[config.mk]
export PLATFORM = sky130hd
export DESIGN_NAME = mem_stage_flat
export DESIGN_NICKNAME = d
export VERILOG_FILES = /design/src/rtl/mips_pkg.sv /design/src/rtl/mem_stage_if.sv /design/src/rtl/mtow_reg.sv /design/src/rtl/mem_stage.sv /design/src/flat_wrapper.sv
export SDC_FILE = /design/constraint.sdc
export NUM_CORES = 1
export LEC_CHECK = 0
export ABC_AREA = 1
export BUFFER_PORTS_ARGS = -buffer_cell sky130_fd_sc_hd__buf_2
export CORE_UTILIZATION = 50
export DETAILED_ROUTE_END_ITERATION = 12
export PLACE_DENSITY = 0.81
export SLEW_MARGIN = 20
export SYNTH_ARGS = -nofsm -noshare
export SYNTH_HDL_FRONTEND = slang
export SYNTH_HIERARCHICAL = 1
export SYNTH_SLANG_ARGS = --single-unit
[constraint.sdc]
create_clock -name clk -period 1.5 [get_ports clk]
set_input_delay 0.225 -clock clk [delete_from_list [all_inputs] [get_ports clk]]
set_output_delay 0.225 -clock clk [all_outputs]
set_load 0.1 [all_outputs]
[src/rtl/mips_pkg.sv]
// Shared definitions for the MIPS pipeline memory stage: FSM states, widths,
// and the Memory-to-Writeback payload.
package mips_pkg;

  localparam int REG_ADDR_W      = 5;
  localparam int DATA_W          = 32;
  localparam int DEFAULT_TIMEOUT = 16;
  localparam int CNT_W           = 8;

  typedef enum logic [1:0] {
    IDLE = 2'd0,
    BUSY = 2'd1,
    DONE = 2'd2
  } mem_state_t;

  typedef struct packed {
    logic                  reg_write;
    logic                  mem_to_reg;
    logic                  bus_err;
    logic [DATA_W-1:0]     read_data;
    logic [DATA_W-1:0]     alu_out;
    logic [REG_ADDR_W-1:0] write_reg;
  } w_bundle_t;

  function automatic logic is_mem_op(input logic mem_to_reg, input logic mem_write);
    return mem_to_reg | mem_write;
  endfunction

endpackage

[src/rtl/mem_stage_if.sv]
// Data-memory req/ack bus between the memory stage (master) and the data
// memory (slave).
interface mem_stage_if
  import mips_pkg::*;
#(
  parameter int ADDR_W = 32
);

  logic              dmem_req;
  logic              dmem_we;
  logic [ADDR_W-1:0] dmem_addr;
  logic [DATA_W-1:0] dmem_wdata;
  logic [DATA_W-1:0] dmem_rdata;
  logic              dmem_ack;

  modport master (
    output dmem_req, dmem_we, dmem_addr, dmem_wdata,
    input  dmem_rdata, dmem_ack
  );

  modport slave (
    input  dmem_req, dmem_we, dmem_addr, dmem_wdata,
    output dmem_rdata, dmem_ack
  );

endinterface

[src/rtl/mtow_reg.sv]
// Memory-to-Writeback pipeline register. A bubble clears the control bits and
// keeps the data fields; reset is synchronous.
module mtow_reg
  import mips_pkg::*;
(
  input  logic      clk,
  input  logic      rst,
  input  logic      i_load,
  input  logic      i_bubble,
  input  w_bundle_t i_d,
  output w_bundle_t o_q
);

  w_bundle_t r_q;

  // NOTE: registered state is always assigned with <= so every flop samples
  // the pre-edge values regardless of statement order.
  always_ff @(posedge clk) begin
    if (rst) begin
      r_q <= '0;
    end else if (i_bubble) begin
      r_q.reg_write  <= 1'b0;
      r_q.mem_to_reg <= 1'b0;
      r_q.bus_err    <= 1'b0;
    end else if (i_load) begin
      r_q <= i_d;
    end
  end

  assign o_q = r_q;

endmodule

[src/rtl/mem_stage.sv]
// MIPS memory stage: req/ack data-memory access with bounded wait, upstream
// stall, and the M->W register. Optional macro MEM_ALIGN_CHECK_EN aborts
// misaligned accesses without issuing a request.
module mem_stage
  import mips_pkg::*;
#(
  parameter int TIMEOUT = DEFAULT_TIMEOUT,
  parameter int ADDR_W  = 32
) (
  input  logic                  clk,
  input  logic                  rst,
  input  logic                  RegWriteM,
  input  logic                  MemtoRegM,
  input  logic                  MemWriteM,
  input  logic [DATA_W-1:0]     ALUOutM,
  input  logic [DATA_W-1:0]     WriteDataM,
  input  logic [REG_ADDR_W-1:0] WriteRegM,
  mem_stage_if.master           dmem,
  output logic                  StallM,
  output logic                  RegWriteW,
  output logic                  MemtoRegW,
  output logic [DATA_W-1:0]     ReadDataW,
  output logic [DATA_W-1:0]     ALUOutW,
  output logic [REG_ADDR_W-1:0] WriteRegW,
  output logic                  BusErrW
);

  localparam logic [CNT_W-1:0] L_LAST_WAIT = CNT_W'(TIMEOUT - 1);

  mem_state_t        r_state;
  logic              r_req;
  logic              r_we;
  logic [ADDR_W-1:0] r_addr;
  logic [DATA_W-1:0] r_wdata;
  logic [DATA_W-1:0] r_rdata;
  logic [CNT_W-1:0]  r_cnt;
  logic              r_abort;

  logic      w_mem_op;
  logic      w_misaligned;
  logic      w_done;
  logic      w_abort;
  w_bundle_t w_next;
  w_bundle_t w_q;

  assign w_mem_op = is_mem_op(MemtoRegM, MemWriteM);
  assign w_done   = (r_state == DONE);
  assign w_abort  = w_done & r_abort;
  assign StallM   = w_mem_op & ~w_done;

`ifdef MEM_ALIGN_CHECK_EN
  assign w_misaligned = |ALUOutM[1:0];
`else
  assign w_misaligned = 1'b0;
`endif

  always_ff @(posedge clk) begin
    if (rst) begin
      r_state <= IDLE;
      r_req   <= 1'b0;
      r_we    <= 1'b0;
      r_addr  <= '0;
      r_wdata <= '0;
      r_rdata <= '0;
      r_cnt   <= '0;
      r_abort <= 1'b0;
    end else begin
      unique case (r_state)
        IDLE: begin
          if (w_mem_op && w_misaligned) begin
            r_state <= DONE;
            r_abort <= 1'b1;
          end else if (w_mem_op) begin
            r_state <= BUSY;
            r_req   <= 1'b1;
            r_we    <= MemWriteM;   // a load+store pair is handled as a store
            r_addr  <= ADDR_W'(ALUOutM);
            r_wdata <= WriteDataM;
            r_cnt   <= '0;
            r_abort <= 1'b0;
          end
        end
        BUSY: begin
          // ack has priority over the final wait cycle
          if (dmem.dmem_ack) begin
            r_state <= DONE;
            r_req   <= 1'b0;
            r_rdata <= dmem.dmem_rdata;
          end else if (r_cnt == L_LAST_WAIT) begin
            r_state <= DONE;
            r_req   <= 1'b0;
            r_abort <= 1'b1;
          end else if (r_cnt != '1) begin
            r_cnt <= r_cnt + 1'b1;
          end
        end
        DONE:    r_state <= IDLE;
        default: r_state <= IDLE;
      endcase
    end
  end

  assign dmem.dmem_req   = r_req;
  assign dmem.dmem_we    = r_we;
  assign dmem.dmem_addr  = r_addr;
  assign dmem.dmem_wdata = r_wdata;

  always_comb begin
    // NOTE: a default for the whole struct first keeps every path assigned,
    // so no latch is inferred.
    w_next            = '0;
    w_next.reg_write  = RegWriteM & ~w_abort;
    w_next.mem_to_reg = MemtoRegM;
    w_next.bus_err    = w_abort;
    w_next.alu_out    = ALUOutM;
    w_next.write_reg  = WriteRegM;
    if (w_done && !r_abort && !MemWriteM) begin
      w_next.read_data = r_rdata;
    end
  end

  mtow_reg u_mtow_reg (
    .clk      (clk),
    .rst      (rst),
    .i_load   (1'b1),
    .i_bubble (StallM),
    .i_d      (w_next),
    .o_q      (w_q)
  );

  assign RegWriteW = w_q.reg_write;
  assign MemtoRegW = w_q.mem_to_reg;
  assign BusErrW   = w_q.bus_err;
  assign ReadDataW = w_q.read_data;
  assign ALUOutW   = w_q.alu_out;
  assign WriteRegW = w_q.write_reg;

endmodule
[src/flat_wrapper.sv]
// flat-port wrapper written by rule: the top's interface ports become plain ports
module mem_stage_flat import mips_pkg::*;
#(
  parameter int TIMEOUT = DEFAULT_TIMEOUT,
  parameter int ADDR_W  = 32
)
  (clk, rst, RegWriteM, MemtoRegM, MemWriteM, ALUOutM, WriteDataM, WriteRegM, StallM, RegWriteW, MemtoRegW, ReadDataW, ALUOutW, WriteRegW, BusErrW, dmem_dmem_req, dmem_dmem_we, dmem_dmem_addr, dmem_dmem_wdata, dmem_dmem_rdata, dmem_dmem_ack);
  mem_stage_if #(.ADDR_W(ADDR_W)) dmem_i ();
  input  logic clk;
  input  logic rst;
  input  logic RegWriteM;
  input  logic MemtoRegM;
  input  logic MemWriteM;
  input  logic [DATA_W-1:0] ALUOutM;
  input  logic [DATA_W-1:0] WriteDataM;
  input  logic [REG_ADDR_W-1:0] WriteRegM;
  output logic StallM;
  output logic RegWriteW;
  output logic MemtoRegW;
  output logic [DATA_W-1:0] ReadDataW;
  output logic [DATA_W-1:0] ALUOutW;
  output logic [REG_ADDR_W-1:0] WriteRegW;
  output logic BusErrW;
  output wire logic [$bits(dmem_i.dmem_req)-1:0] dmem_dmem_req;
  output wire logic [$bits(dmem_i.dmem_we)-1:0] dmem_dmem_we;
  output wire logic [$bits(dmem_i.dmem_addr)-1:0] dmem_dmem_addr;
  output wire logic [$bits(dmem_i.dmem_wdata)-1:0] dmem_dmem_wdata;
  input wire logic [$bits(dmem_i.dmem_rdata)-1:0] dmem_dmem_rdata;
  input wire logic [$bits(dmem_i.dmem_ack)-1:0] dmem_dmem_ack;
  assign dmem_dmem_req = dmem_i.dmem_req;
  assign dmem_dmem_we = dmem_i.dmem_we;
  assign dmem_dmem_addr = dmem_i.dmem_addr;
  assign dmem_dmem_wdata = dmem_i.dmem_wdata;
  assign dmem_i.dmem_rdata = dmem_dmem_rdata;
  assign dmem_i.dmem_ack = dmem_dmem_ack;
  mem_stage #(.TIMEOUT(TIMEOUT), .ADDR_W(ADDR_W)) u_core (.clk(clk), .rst(rst), .RegWriteM(RegWriteM), .MemtoRegM(MemtoRegM), .MemWriteM(MemWriteM), .ALUOutM(ALUOutM), .WriteDataM(WriteDataM), .WriteRegM(WriteRegM), .dmem(dmem_i), .StallM(StallM), .RegWriteW(RegWriteW), .MemtoRegW(MemtoRegW), .ReadDataW(ReadDataW), .ALUOutW(ALUOutW), .WriteRegW(WriteRegW), .BusErrW(BusErrW));
endmodule
# After elaboration in Yosys (flattened, before gate mapping)
# Index checks and enable logic that the tools add are counted.
[classes]
add_sub_neg = 1
n_eq_ne = 10
mux = 18
bitwise_logic = 6
reduce_logical = 13
[op_table]
columns = ["op", "count"]
rows = [
  ["$mux 32", 1],
  ["$mux 8", 4],
  ["$pmux 8 s2", 1],
  ["$add 8x1->8 const B", 1],
  ["$eq 8x4->1 const B", 1],
  ["$ne 8x8->1 const B", 1],
  ["$mux 1", 6],
  ["$mux 2", 3],
  ["$ne 2x1->1 const B", 3],
  ["$reduce_and 2->1", 3],
  ["$reduce_and 5->1", 1],
  ["$ne 2x2->1 const B", 2],
  ["$pmux 1 s2", 2],
  ["$pmux 2 s2", 1],
  ["$reduce_and 4->1", 1],
  ["$and 1x1->1", 3],
  ["$ne 3x2->1 const B", 1],
  ["$reduce_and 3->1", 1],
  ["$eq 2x1->1 const B", 1],
  ["$eq 2x2->1 const B", 1],
  ["$logic_and 1x1->1", 2],
  ["$logic_not 1->1", 2],
  ["$logic_not 2->1", 1],
  ["$not 1->1", 2],
  ["3 further kinds", 3],
]
[totals]
reg_bits = 181
in_bits = 107
output_inout_bits = 139
wordCells = 62

# Depth between registers and ports, before layout
# Gate-level depths: netlist of run 1.
[depth]
ltp_word = 5
mapped_depth = 9
depth_no_buf = 9

# Hierarchy
# The synthesis of run 1 kept the hierarchy.
[by_module_without_submodules]
columns = ["module", "n_inst", "cells_per_inst", "area_per_inst_um2", "seq_area_each_um2"]
rows = [
  ["mem_stage", 1, 567, 4224.1, 2182.1],
  ["mtow_reg", 1, 460, 3020.4, 1441.4],
]

# Worst setup path after synthesis of run 1
# Ideal clock, no wire load.
[synth_timing]
path_kind = "flip-flop to flip-flop"
startpoint = "register u_core.r_state[0]"
endpoint = "register u_core.u_mtow_reg.r_q, in the netlist u_core/u_mtow_reg/o_q[10]"
setup_ns = 0.065
arrival_time_ns = 2.810
required_ns = 1.435
slack_ns = -1.375
path_stages_with_launch = 8
n_path_buf = 1
synth_period_minus_slack_ns = 2.875
cell_sequence = "dfxtp_1 -> nor2_1 -> a21oi_1 -> inv_2 -> buf_1 -> nand3_1 -> nand2_1 -> nor2_1"
[synth_via]
elab_chain_cells = 3
[synth_rtl]
columns = ["element", "line", "source"]
rows = [
  ["start, declared", "mem_stage.sv:30", "mem_state_t r_state;"],
  ["start signal, assigned", "mem_stage.sv:59", "r_state <= IDLE;"],
  ["start signal, assigned", "mem_stage.sv:71", "r_state <= DONE;"],
  ["start signal, assigned", "mem_stage.sv:74", "r_state <= BUSY;"],
  ["$eq 2x2->1", "mem_stage.sv:47", "assign w_done = (r_state == DONE);"],
  ["$not 1->1", "mem_stage.sv:49", "assign StallM = w_mem_op & ~w_done;"],
  ["$and 1x1->1", "mem_stage.sv:49", ""],
  ["via StallM", "flat_wrapper.sv:17", "output logic StallM;"],
  ["end signal, assigned", "mtow_reg.sv:26", "r_q <= i_d;"],
  ["end, declared", "mtow_reg.sv:14", "w_bundle_t r_q;"],
]
# The timed path passes the listed nets, and every way through them passes these cells.
# A chain may end at the register's enable or synchronous reset.

# Worst setup path after layout of run 1
[layout_timing]
startpoint = "register u_core.u_mtow_reg.r_q, in the netlist u_core/u_mtow_reg/o_q[56]"
endpoint = "output ReadDataW[19]"
[layout_rtl]
columns = ["element", "line", "source"]
rows = [
  ["end, declared", "flat_wrapper.sv:20", "output logic [DATA_W-1:0] ReadDataW;"],
]
# No word-level cell between the ends.

==> out/qor.yml, run 1 <==
synth:
  yosysWarnings: 6
  syn-num-nets: 1135
  synth.area.mux_share: 0
  synth_top_family_by_area: "simple AND/OR/NAND/NOR gates"
  syn_inst: 1027
  syn-mean-instance-area_um2: 7.05
  synth-seq-cells: 181
  synth_xor_xnor_area_share: 0.00121
  synth_edf_count: 0
  syn_area_mm2: 0.00724
  ys_async_sr_fraction: 0
  synth_ff_type: "dfxtp_1"
  synthSimpleGateAreaFrac: 0.284
  ys_types: 27
  synth-seq-area-share: 0.500
  synthAdderAreaFrac: 0.00173
  synth-compound-area-share: 0.105
worst_setup_path:
  path_class: "reg2out"
  cp_slowest_stage_delay_ps: 440
  cp.buffers_inverters: 1
  cp-end-kind: "output port"
  arrival_ps: 1230
  reg2regPathDepth: 7
  required_ps: 1270
  r2r_setup_slack_ps: 80
  worstPathCellList: "buf_2"
  cp-start-kind: "flip-flop"
  r2r_start: "u_core/r_cnt[0]"
  cpLargestDelayFamily: "buffers and inverters"
  path_max_fanout: 2
  r2r-end: "u_core/r_cnt[1]"
  critical-path-slowest-cell: "buf_2"
clock_network:
  postCtsHoldBufs: 0
  clock_latency_ps: 430
  numClockSinks: 181
  cts_buffers: 17
  cts-root-buf: "clkbuf_16"
  cts_tree: "yes"
  clock_path_buffers: 2
  cts_max_level: 4
  path_clk_slew_ps: 70
worst_hold_path:
  worstHoldStart: "WriteDataM[3]"
  worstHoldEndpoint: "u_core/dmem.dmem_wdata[3]"
  hold_path_depth: 3
  holdCritPathClass: "in2reg"
floorplan:
  io_pins: 246
  die_h_um: 122
  dieArea_mm2: 0.0150
  die_w_um: 122
  fp-row-count: 43
  initial_core_util: 0.518
  core_mm2: 0.0140
drt:
  wl_per_cell_um: 13.1
  wl_um: 18900
  route.detailed.drc: 0
  drt_iter0_drc: 617
  drt_first_pass_iters: 6
  vias: 7076
  ant_nets: 0
  vias_per_cell: 4.91
run_status:
  outcome: "finished clean"
global_route:
  grt.met1_usage: 0.285
  use_met3: 0.0864
  grt_pass1_wl_um: 29800
  busiest_layer: "met2"
  grt_max_degree: 74
  antenna_found_initial: 1
  track_usage: 0.252
  grt_pass1_vias: 6416
  grt_use_met2: 0.439
  grt_overflow: 0
final_layout:
  final_nets: 1355
  area_delta_synth_final_pct: 29.0
  drive_above_1_share: 0.253
  n_antenna_cell: 0
placement:
  hpwl_um: 12500
  gp_congestion: 0.873
  portBuffers: 245
pwr:
  power.share.clock: 0.319
  ir_drop_v: 0.00102
  p_int_w: 0.00870
  leakagePower_nw: 4.52
  p_per_area_mw_per_mm2: 1540
  p_total_w: 0.0144
  switching_share: 0.394
  power.switching_w: 0.00566
  power_frac_comb: 0.304
  seqPwrFrac: 0.377
sta:
  tns_ps: 0
  finalCritPeriodShare: 0.970
  hold_viol: 0
  maxSlewHeadroom: 0.653
  fmax_mhz: 687
  layout_min_cycle_time_ps: 1450
  clock_skew_ps: 7.79
  setup_viol: 0
  slew_violations: 0
  worst_slew_pin_slew_ps: 524
run:
  cap_violations: 0
## registers in the layout (all words and copies together), names as in the netlist, 2 cells and up
signal	cells
u_core/dmem.dmem_addr	32
u_core/dmem.dmem_wdata	32
u_core/r_cnt	8
u_core/r_rdata	32
u_core/r_state	2
u_core/u_mtow_reg/o_q	72
## synth_stat cells (2+ instances only)
cell type	count	area, um^2
a21oi_1	48	240
buf_1	8	30.0
buf_2	17	85.1
buf_4	5	37.5
buf_6	5	56.3
clkbuf_1	27	101
dfxtp_1	181	3620
inv_1	115	432
inv_2	5	18.8
nand2_1	99	372
nand2_2	2	12.5
nand2_4	3	33.8
nand3_1	80	400
nand4_1	3	18.8
nor2_1	318	1190
o21ai_0	94	470
o21ai_1	7	35.0
## timing repair
action,4_1_cts,5_1_grt
endpoints found under the setup margin,2,23
buffers inserted,1,2
resized for setup,3,7
pin swaps,0,1
## worst register-to-register path, stage by stage (launching register included)
cell and delay [ps]:
dfxtp_1 380, ha_2 220, nand3_2 100, nor2_1 140, nand2_2 150, buf_4 180
nand4_1 70, a21oi_1 70
## how the worst max path moves through the flow
stage,cells past startpoint,start,to,slack [ps]
3_3_place_gp,8,u_core/r_cnt[0],u_core/r_cnt[6],150
6_report,1,u_core/u_mtow_reg/o_q[56],ReadDataW[19],50
3_5_place_dp,8,u_core/r_cnt[0],u_core/r_cnt[7],90
5_1_grt,8,u_core/r_cnt[0],u_core/r_cnt[6],-10
2_1_floorplan,8,u_core/r_state[1],u_core/u_mtow_reg/o_q[55],-140
4_1_cts,4,u_core/r_state[1],StallM,20
## routing by layer
metal,routed length (um),part of all wire,vias up
met4,365,0.019,2
met1,7760,0.41,3183
li1,-,-,3613
met2,9080,0.48,248
met5,10,0.00053,-
met3,1720,0.091,30
## power groups by stage
stage | clock, W | combinational, W | sequential (W)
2_1_floorplan | 0 | 0.00107 | 0.00798
3_3_place_gp | 0 | 0.00430 | 0.00550
3_5_place_dp | 0 | 0.00434 | 0.00552
4_1_cts | 0.00464 | 0.00436 | 0.00541
5_1_grt | 0.00484 | 0.00461 | 0.00546
6_report | 0.00458 | 0.00436 | 0.00541
## layout by cell type, fill, tap and decap left out, drive strengths merged
cell	instances
nor2	320
buf	263
dfxtp	181
inv	126
nand2	104
o21ai	102
nand3	81
a21oi	48
clkbuf	22
clkinv	3
nand4	3
bufinv	2
clkinvlp	2
xnor2	1
ha	1
conb	1
## cell type report
| cell class | count | area [um^2] |
|---|---|---|
| Sequential cell | 181 | 3630 |
| Fill cell | 1244 | 4640 |
| Timing Repair Buffer | 264 | 1550 |
| Clock buffer | 21 | 480 |
| Inverter | 122 | 463 |
| Multi-Input combinational cell | 661 | 2870 |
| Clock inverter | 11 | 136 |
| Tap cell | 180 | 225 |
## kinds of logic after synthesis
family                   after synthesis
buffers and inverters                185
flip-flops                           181
adder cells (fa/ha/maj)                1
other                                  1
XOR/XNOR                               1
AND/OR/NAND/NOR                      508
AO/OA/AOI/OAI                        150
## per-stage QoR
| stage | std cells | util | worst slack, ps | area, um^2 | hold WS (ps) |
|---|---|---|---|---|---|
| after global placement | 1405 | 0.621 | 155 | 8680 | 439 |
| after detailed placement | 1405 | 0.621 | 93.2 | 8680 | 443 |
| final | 1440 | 0.668 | 45.0 | 9350 | 39.1 |
| after floorplan | 1027 | - | -143 | 7270 | 372 |
| after CTS | 1438 | 0.666 | 15.1 | 9320 | 24.3 |
| after global routing | 1440 | 0.668 | -11.4 | 9350 | 40.1 |
Power figures use the tool's default switching activity.
==> run 2, diff against run 1 <==
--- a/config.mk
+++ b/config.mk
@@ -7,11 +7,10 @@
 export LEC_CHECK = 0
 export ABC_AREA = 1
 export BUFFER_PORTS_ARGS = -buffer_cell sky130_fd_sc_hd__buf_2
-export CORE_UTILIZATION = 50
+export CORE_UTILIZATION = 49
 export DETAILED_ROUTE_END_ITERATION = 12
-export PLACE_DENSITY = 0.81
+export PLACE_DENSITY = 0.8
 export SLEW_MARGIN = 20
 export SYNTH_ARGS = -nofsm -noshare
 export SYNTH_HDL_FRONTEND = slang
-export SYNTH_HIERARCHICAL = 1
 export SYNTH_SLANG_ARGS = --single-unit
==> run 2 against run 1 <==
Effect of this change:
- the flow now finishes with violations (negative setup slack)
- total power fell by 1.2%
- wire length rose by 1.7%
- die area fell by 5.2%
- utilization fell by 0.54 points
- fmax fell by 3.4%
- sequential share of layout area rose by 2.4 points
- cell count fell by 12%
- non-clock buffer count rose by 8
- count of clock-buffer cells in the layout fell by 3
==> out/qor.yml, run 2 <==
pwr:
  power_frac_comb: 0.285  # -0.019
  leakagePower_nw: 4.04  # -11%
  p_per_area_mw_per_mm2: 1610  # +4.8%
  p_int_w: 0.00876  # +0.74%
  switching_share: 0.382  # -0.0120
  seqPwrFrac: 0.378  # about the same
  power.share.clock: 0.336  # +0.017
  ir_drop_v: 0.000704  # -31%
  power.switching_w: 0.00542  # -4.2%
final_layout:
  drive_above_1_share: 0.304  # +0.0506
  stdcell_area_mm2: 0.00881  # -5.7%
  stdcell_count: 1271  # -12%
  final_core_util: 0.663  # -0.00544
  layout_common_cells: "buf_2, nor2_1, dfxtp_1"
  mostFrequentLayoutCell: "buf_2"
  final_nets: 1188  # -12%
  area_delta_synth_final_pct: 31.0
  largest_reg_flops: 72  # unchanged
clock_network:
  cts_max_level: 4  # unchanged
  cts_tree: "yes"
  clock_path_buffers: 2  # unchanged
  cts_buffers: 17  # unchanged
  numClockSinks: 181  # unchanged
  clock_latency_ps: 430  # about the same
  cts-root-buf: "clkbuf_16"
  path_clk_slew_ps: 70  # about the same
run_status:
  outcome: "finished, violations left"
  violations: "negative setup slack"
synth:
  synth-seq-area-share: 0.539  # +0.0386
  synthSimpleGateAreaFrac: 0.254  # -0.0300
  synth_ff_type: "dfxtp_1"
  synth_area_leaders: "dfxtp_1, nor2_1, a21oi_1"
  synth.area.mux_share: 0  # unchanged
  ys_top_cells_by_count: "nor2_1, dfxtp_1, nand2_1, a21oi_1, o21ai_0"
  ys_types: 28  # +3.7%
  synth_edf_count: 0  # unchanged
  syn_inst: 853  # -17%
  yosysWarnings: 0  # -6
  ys_async_sr_fraction: 0  # unchanged
  synth_xor_xnor_area_share: 0.00391  # +0.00270
  syn-mean-instance-area_um2: 7.88  # +12%
  synthAdderAreaFrac: 0.00186  # +0.000133
  netlist.area_leader.share: 0.539  # +0.0386
  synth.most_common_cell: "nor2_1"
  synth_top_family_by_area: "simple AND/OR/NAND/NOR gates"
  syn_area_mm2: 0.00673  # -7.2%
  syn-num-nets: 961  # -15%
  yosys.area.top_type: "dfxtp_1"
  synth-compound-area-share: 0.136  # +0.0306
  synth-seq-cells: 181  # unchanged
global_route:
  grt_max_degree: 72  # -2.7%
  grt_pass1_vias: 6049  # -5.7%
  track_usage: 0.267  # +0.0152
  grt_pass1_wl_um: 30000  # +0.65%
  grt_overflow: 0  # unchanged
  antenna_found_initial: 3  # +2
worst_setup_path:
  crit_start: "u_core.r_state[0]"
  required_ps: 1270  # about the same
  path_max_fanout: 2  # unchanged
  worstPathCellList: "inv_2 > nand2_4 > nand2_4 > clkinv_4 > buf_12 > buf_12"
  cp_slowest_stage_delay_ps: 320  # -120 ps
  r2r_start: "u_core.r_state[0]"
  cp-start-kind: "flip-flop"
  critical-path-slowest-cell: "dfxtp_2"
  path_class: "reg2out"
  arrival_ps: 1280  # +50 ps
  cp-end-kind: "output port"
sta:
  tns_ps: -6.82  # -6.82 ps
  finalWorstSetupSlack_ps: -6.82  # -51.8 ps
  grt_setup_unrepaired: "true"
  maxSlewHeadroom: 0.642  # -0.0111
  layout_min_cycle_time_ps: 1510  # +51.8 ps
  slew_violations: 0  # unchanged
  finalCritPeriodShare: 1.00  # +0.0346
  hold_viol: 0  # unchanged
  fmax_mhz: 664  # -3.4%
  worst_slew_pin_slew_ps: 541  # +16.7 ps
  clock_skew_ps: 5.12  # -2.67 ps
  setup_viol: 1  # +1
drt:
  route.detailed.drc: 0  # unchanged
  vias_per_cell: 5.18  # +5.4%
  wl_per_cell_um: 15.1  # +15%
  drt_first_pass_iters: 5  # -1
  drt_iter0_drc: 610  # -1.1%
  ant_nets: 0  # unchanged
  wl_um: 19200  # +1.7%
  vias: 6584  # -7.0%
floorplan:
  initial_core_util: 0.506  # -0.0121
  fp-row-count: 42  # -2.3%
  core_mm2: 0.0133  # -5.0%
  dieArea_mm2: 0.0142  # -5.2%
  die_h_um: 119  # -2.6%
  io_pins: 246  # unchanged
  die_w_um: 119  # -2.6%
placement:
  dp_cells: 1230  # -12%
  gp_congestion: 0.837  # -4.0%
  post-place-ws_ps: 39.5  # -53.7 ps
  hpwl_um: 12200  # -2.0%
  portBuffers: 245  # unchanged
  dpl-instance-area_mm2: 0.00804  # -7.4%
run:
  cap_violations: 0  # unchanged
worst_hold_path:
  worstHoldStart: "WriteDataM[5]"
  holdCritPathClass: "in2reg"
==> run 2: cell count changes in the layout (fill, tap and decap cells not counted), moves of 30 or more <==
cell / delta
inv_1: -107
nand3_1: -41
nand4_1: +30
nor2_1: -91
o21ai_0: -42
o21ai_1: +46
==> run 2: routing by layer <==
metal / vias to the layer above / share of wire / track usage
li1: 3263 / - / -
met3: 40 / 0.080 / 0.0738
met1: 3022 / 0.40 / 0.314
met5: - / 0.00068 / 0
met4: 2 / 0.025 / 0.108
met2: 257 / 0.49 / 0.458
==> run 2: per-stage QoR <==
stage	total power [W]	hold WS, ps
final	0.0142	27.3
after floorplan	0.00868	360
after CTS	0.0142	8.86
after global routing	0.0147	29.4
after global placement	0.00936	448
after detailed placement	0.00940	452
==> run 2: cells by family (layout without fill, tap and decap cells) <==
family                   after synthesis  in the layout
AND/OR/NAND/NOR                      406            406
flip-flops                           181            181
AO/OA/AOI/OAI                        180            180
buffers and inverters                 82            322
XOR/XNOR                               3              3
adder cells (fa/ha/maj)                1              1
other                                  0              2
==> run 2: worst paths after layout <==
path	slack (ps)	end	cells past startpoint
hold / removal	30	u_core.dmem.dmem_wdata[5]	3
hold reg to reg	460	u_core.dmem.dmem_we	2
setup reg to reg	70	u_core.dmem.dmem_addr[12]	7
setup / recovery	-7	StallM	6
==> run 2: layout make-up <==
class	instances	area [um^2]
Fill cell	1151	4480
Sequential cell	181	3630
Multi-Input combinational cell	590	2680
Timing Repair Buffer	272	1560
Clock buffer	18	439
Tap cell	176	220
Clock inverter	14	196
Inverter	18	72.6
Antenna cell	2	5.00
==> run 2: worst max-delay path, delay by kind of cell, from the launching register on <==
kind / cells / cell delay (ps)
buffers and inverters: 4 / 400
AND/OR/NAND/NOR: 2 / 130
flip-flops: 1 / 320
==> run 2: power by group through the flow <==
stage          Clock (W)  Combinational, W  Sequential [W]
6_report         0.00477           0.00404         0.00537
5_1_grt          0.00504           0.00424         0.00541
4_1_cts          0.00483           0.00400         0.00536
3_5_place_dp           0           0.00394         0.00546
3_3_place_gp           0           0.00392         0.00544
2_1_floorplan          0          0.000973         0.00770
==> run 2: repair_timing <==
item	in CTS	in global routing
hold buffers	0	0
pin swaps	2	2
setup endpoints to repair	1	21
cloned	1	1
hold endpoints to repair	0	0
resized for setup	6	7
setup buffers	4	1
==> run 3, diff against run 2 <==
--- a/config.mk
+++ b/config.mk
@@ -7,6 +7,7 @@
 export LEC_CHECK = 0
 export ABC_AREA = 1
 export BUFFER_PORTS_ARGS = -buffer_cell sky130_fd_sc_hd__buf_2
+export CORE_ASPECT_RATIO = 0.75
 export CORE_UTILIZATION = 49
 export DETAILED_ROUTE_END_ITERATION = 12
 export PLACE_DENSITY = 0.8
==> run 3 against run 2 <==
Effect of this change:
- the run now ends clean
- first-iteration DRC count down 34%
- sequential power about the same
- clock power down 6.9%
- cell count unchanged
- combinational power up 1%
- flip-flop and latch count unchanged
- wire length down 2.3%
- register-to-register slack better by 30 ps
- non-clock buffer count up 7
- die area about the same
- final area up 0.28%
- count of clock-buffer cells in the layout down 1
- largest power group unchanged
- highest routed layer unchanged
==> out/qor.yml, run 3 (same netlist as run 2, synthesis figures left out) <==
run_status:
  outcome: "finished clean"
drt:
  wl_per_cell_um: 14.8  # -2.3%
  route.detailed.drc: 0  # unchanged
  ant_nets: 0  # unchanged
  drt_first_pass_iters: 7  # +2
  drt_iter0_drc: 402  # -34%
  wl_um: 18800  # -2.3%
  vias: 6581  # -0.046%
  vias_per_cell: 5.18  # about the same
worst_setup_path:
  cp.buffers_inverters: 1  # -3
  cp_slowest_stage_delay_ps: 450  # +130 ps
  cp-end-kind: "output port"
  path_max_fanout: 2  # unchanged
  path_class: "reg2out"
  cp-start-kind: "flip-flop"
  r2r_start: "u_core.r_cnt[0]"
  required_ps: 1270  # about the same
  r2r_setup_slack_ps: 100  # +30 ps
  worstPathCellList: "buf_2"
  arrival_ps: 1230  # -50 ps
  reg2regPathDepth: 8  # +1
  r2r-end: "u_core.r_cnt[1]"
  cpLargestDelayFamily: "buffers and inverters"
  critical-path-slowest-cell: "buf_2"
final_layout:
  drive_above_1_share: 0.308  # +0.00380
  stdcell_count: 1271  # unchanged
  final_nets: 1195  # +0.59%
  area_delta_synth_final_pct: 31.4
  largest_reg_flops: 72  # unchanged
  mostFrequentLayoutCell: "buf_2"
  final_core_util: 0.670  # +0.00680
  layout_common_cells: "buf_2, nor2_1, dfxtp_1"
sta:
  layout_min_cycle_time_ps: 1460  # -47.1 ps
  hold_viol: 0  # unchanged
  fmax_mhz: 685  # +3.2%
  setup_viol: 0  # -1
  worst_slew_pin_slew_ps: 516  # -24.8 ps
  slew_violations: 0  # unchanged
  grt_setup_unrepaired: "true"
  finalCritPeriodShare: 0.973  # -0.0314
  tns_ps: 0  # +6.82 ps
  maxSlewHeadroom: 0.658  # +0.0164
  clock_skew_ps: 8.38  # +3.26 ps
clock_network:
  path_clk_slew_ps: 70  # about the same
  cts_max_level: 4  # unchanged
  cts_tree: "yes"
  cts-root-buf: "clkbuf_16"
  clock_path_buffers: 2  # unchanged
  numClockSinks: 181  # unchanged
  clock_latency_ps: 420  # about the same
  postCtsHoldBufs: 0  # unchanged
  cts_buffers: 17  # unchanged
floorplan:
  core_mm2: 0.0132  # -0.73%
  fp-row-count: 36  # -14%
  initial_core_util: 0.510  # +0.00374
  die_h_um: 103  # -13%
  die_w_um: 137  # +15%
  dieArea_mm2: 0.0142  # about the same
  io_pins: 246  # unchanged
placement:
  gp_congestion: 0.910  # +8.6%
  portBuffers: 245  # unchanged
  hpwl_um: 12200  # about the same
  dp_cells: 1233  # +0.24%
worst_hold_path:
  hold_path_depth: 3  # unchanged
  worstHoldEndpoint: "u_core.u_mtow_reg.o_q[3]"
  worstHoldStart: "WriteRegM[3]"
  holdCritPathClass: "in2reg"
global_route:
  grt.met1_usage: 0.336  # +0.0224
  grt_use_met2: 0.424  # -0.0344
  grt_max_degree: 76  # +5.6%
  track_usage: 0.258  # -0.00941
  grt_overflow: 0  # unchanged
  busiest_layer: "met2"
  grt_pass1_vias: 5612  # -7.2%
  antenna_found_initial: 2  # -1
  use_met3: 0.0575  # -0.0162
  grt_pass1_wl_um: 28400  # -5.2%
pwr:
  leakagePower_nw: 4.06  # +0.52%
  seqPwrFrac: 0.386  # +0.008
  p_int_w: 0.00832  # -5.1%
  p_per_area_mw_per_mm2: 1570  # -2.4%
  power.switching_w: 0.00556  # +2.6%
  switching_share: 0.401  # +0.0185
  power.share.clock: 0.320  # -0.016
  ir_drop_v: 0.000971  # +38%
  power_frac_comb: 0.294  # +0.009
run:
  cap_violations: 0  # unchanged
[run 3: cell count changes in the layout (fill, tap and decap cells not counted), sizes merged]
cell      before  now
bufinv         4    1
clkbuf        20   19
buf          269  276
clkinvlp       3    2
diode          2    1
inv           18   22
[run 3: how the worst max path moves through the flow]
stage,start,endpoint,slack (ps),depth (start not counted)
floorplan,u_core.r_cnt[0],u_core.r_cnt[1],160,8
global placement,u_core.r_cnt[0],u_core.r_cnt[1],80,8
detailed placement,u_core.r_cnt[0],u_core.r_cnt[1],50,8
CTS,u_core.r_state[0],StallM,-40,6
global route,u_core.r_cnt[0],u_core.r_cnt[1],-40,8
finish,u_core.u_mtow_reg.o_q[58],ReadDataW[21],40,1
[run 3: repair_timing]
item / in CTS / in global routing
resized for setup: 7 / 12
pin swaps: 1 / 1
cloned: 1 / 1
endpoints found under the hold margin: 0 / 0
setup endpoints to repair: 2 / 66
setup buffers: 4 / 1
[run 3: area by class of cell]
type | count | area, um^2
multi-input combinational | 590 | 2690
clock inverter | 14 | 166
antenna | 1 | 2.50
fill | 1133 | 4360
timing repair buffer | 279 | 1630
tap | 171 | 214
clock buffer | 17 | 425
inverter | 18 | 77.6
sequential | 181 | 3630
[run 3: stage by stage]
step | hold WS [ps] | setup slack [ps] | power (W) | area, um^2
6_report | 35.2 | 40.3 | 0.0139 | 8840
5_1_grt | 31.8 | -42.0 | 0.0144 | 8840
4_1_cts | 24.0 | -42.4 | 0.0139 | 8780
3_5_place_dp | 452 | 54.0 | 0.00944 | 8110
3_3_place_gp | 446 | 75.1 | 0.00939 | 8110
2_1_floorplan | 360 | 161 | 0.00868 | 6730
[run 3: worst register-to-register path, delay by kind of cell (launching register included)]
| kind | cells | cell delay (ps) |
|---|---|---|
| and+or+nand+nor | 6 | 670 |
| DFF | 1 | 390 |
| adders and majority gates | 1 | 170 |
| buffers and inverters | 1 | 70 |
[run 3: metal layers]
metal  up-vias  share of wire
li1       3279              -
met5         -        0.00069
met1      2994           0.43
met2       274           0.47
met4         2          0.016
met3        32          0.075
[run 3: power groups by stage]
stage / logic [W] / clock network (W) / registers, W
after global placement: 0.00395 / 0 / 0.00545
after detailed placement: 0.00398 / 0 / 0.00546
after CTS: 0.00404 / 0.00451 / 0.00535
final: 0.00408 / 0.00444 / 0.00536
after global routing: 0.00429 / 0.00469 / 0.00541
after floorplan: 0.000973 / 0 / 0.00770
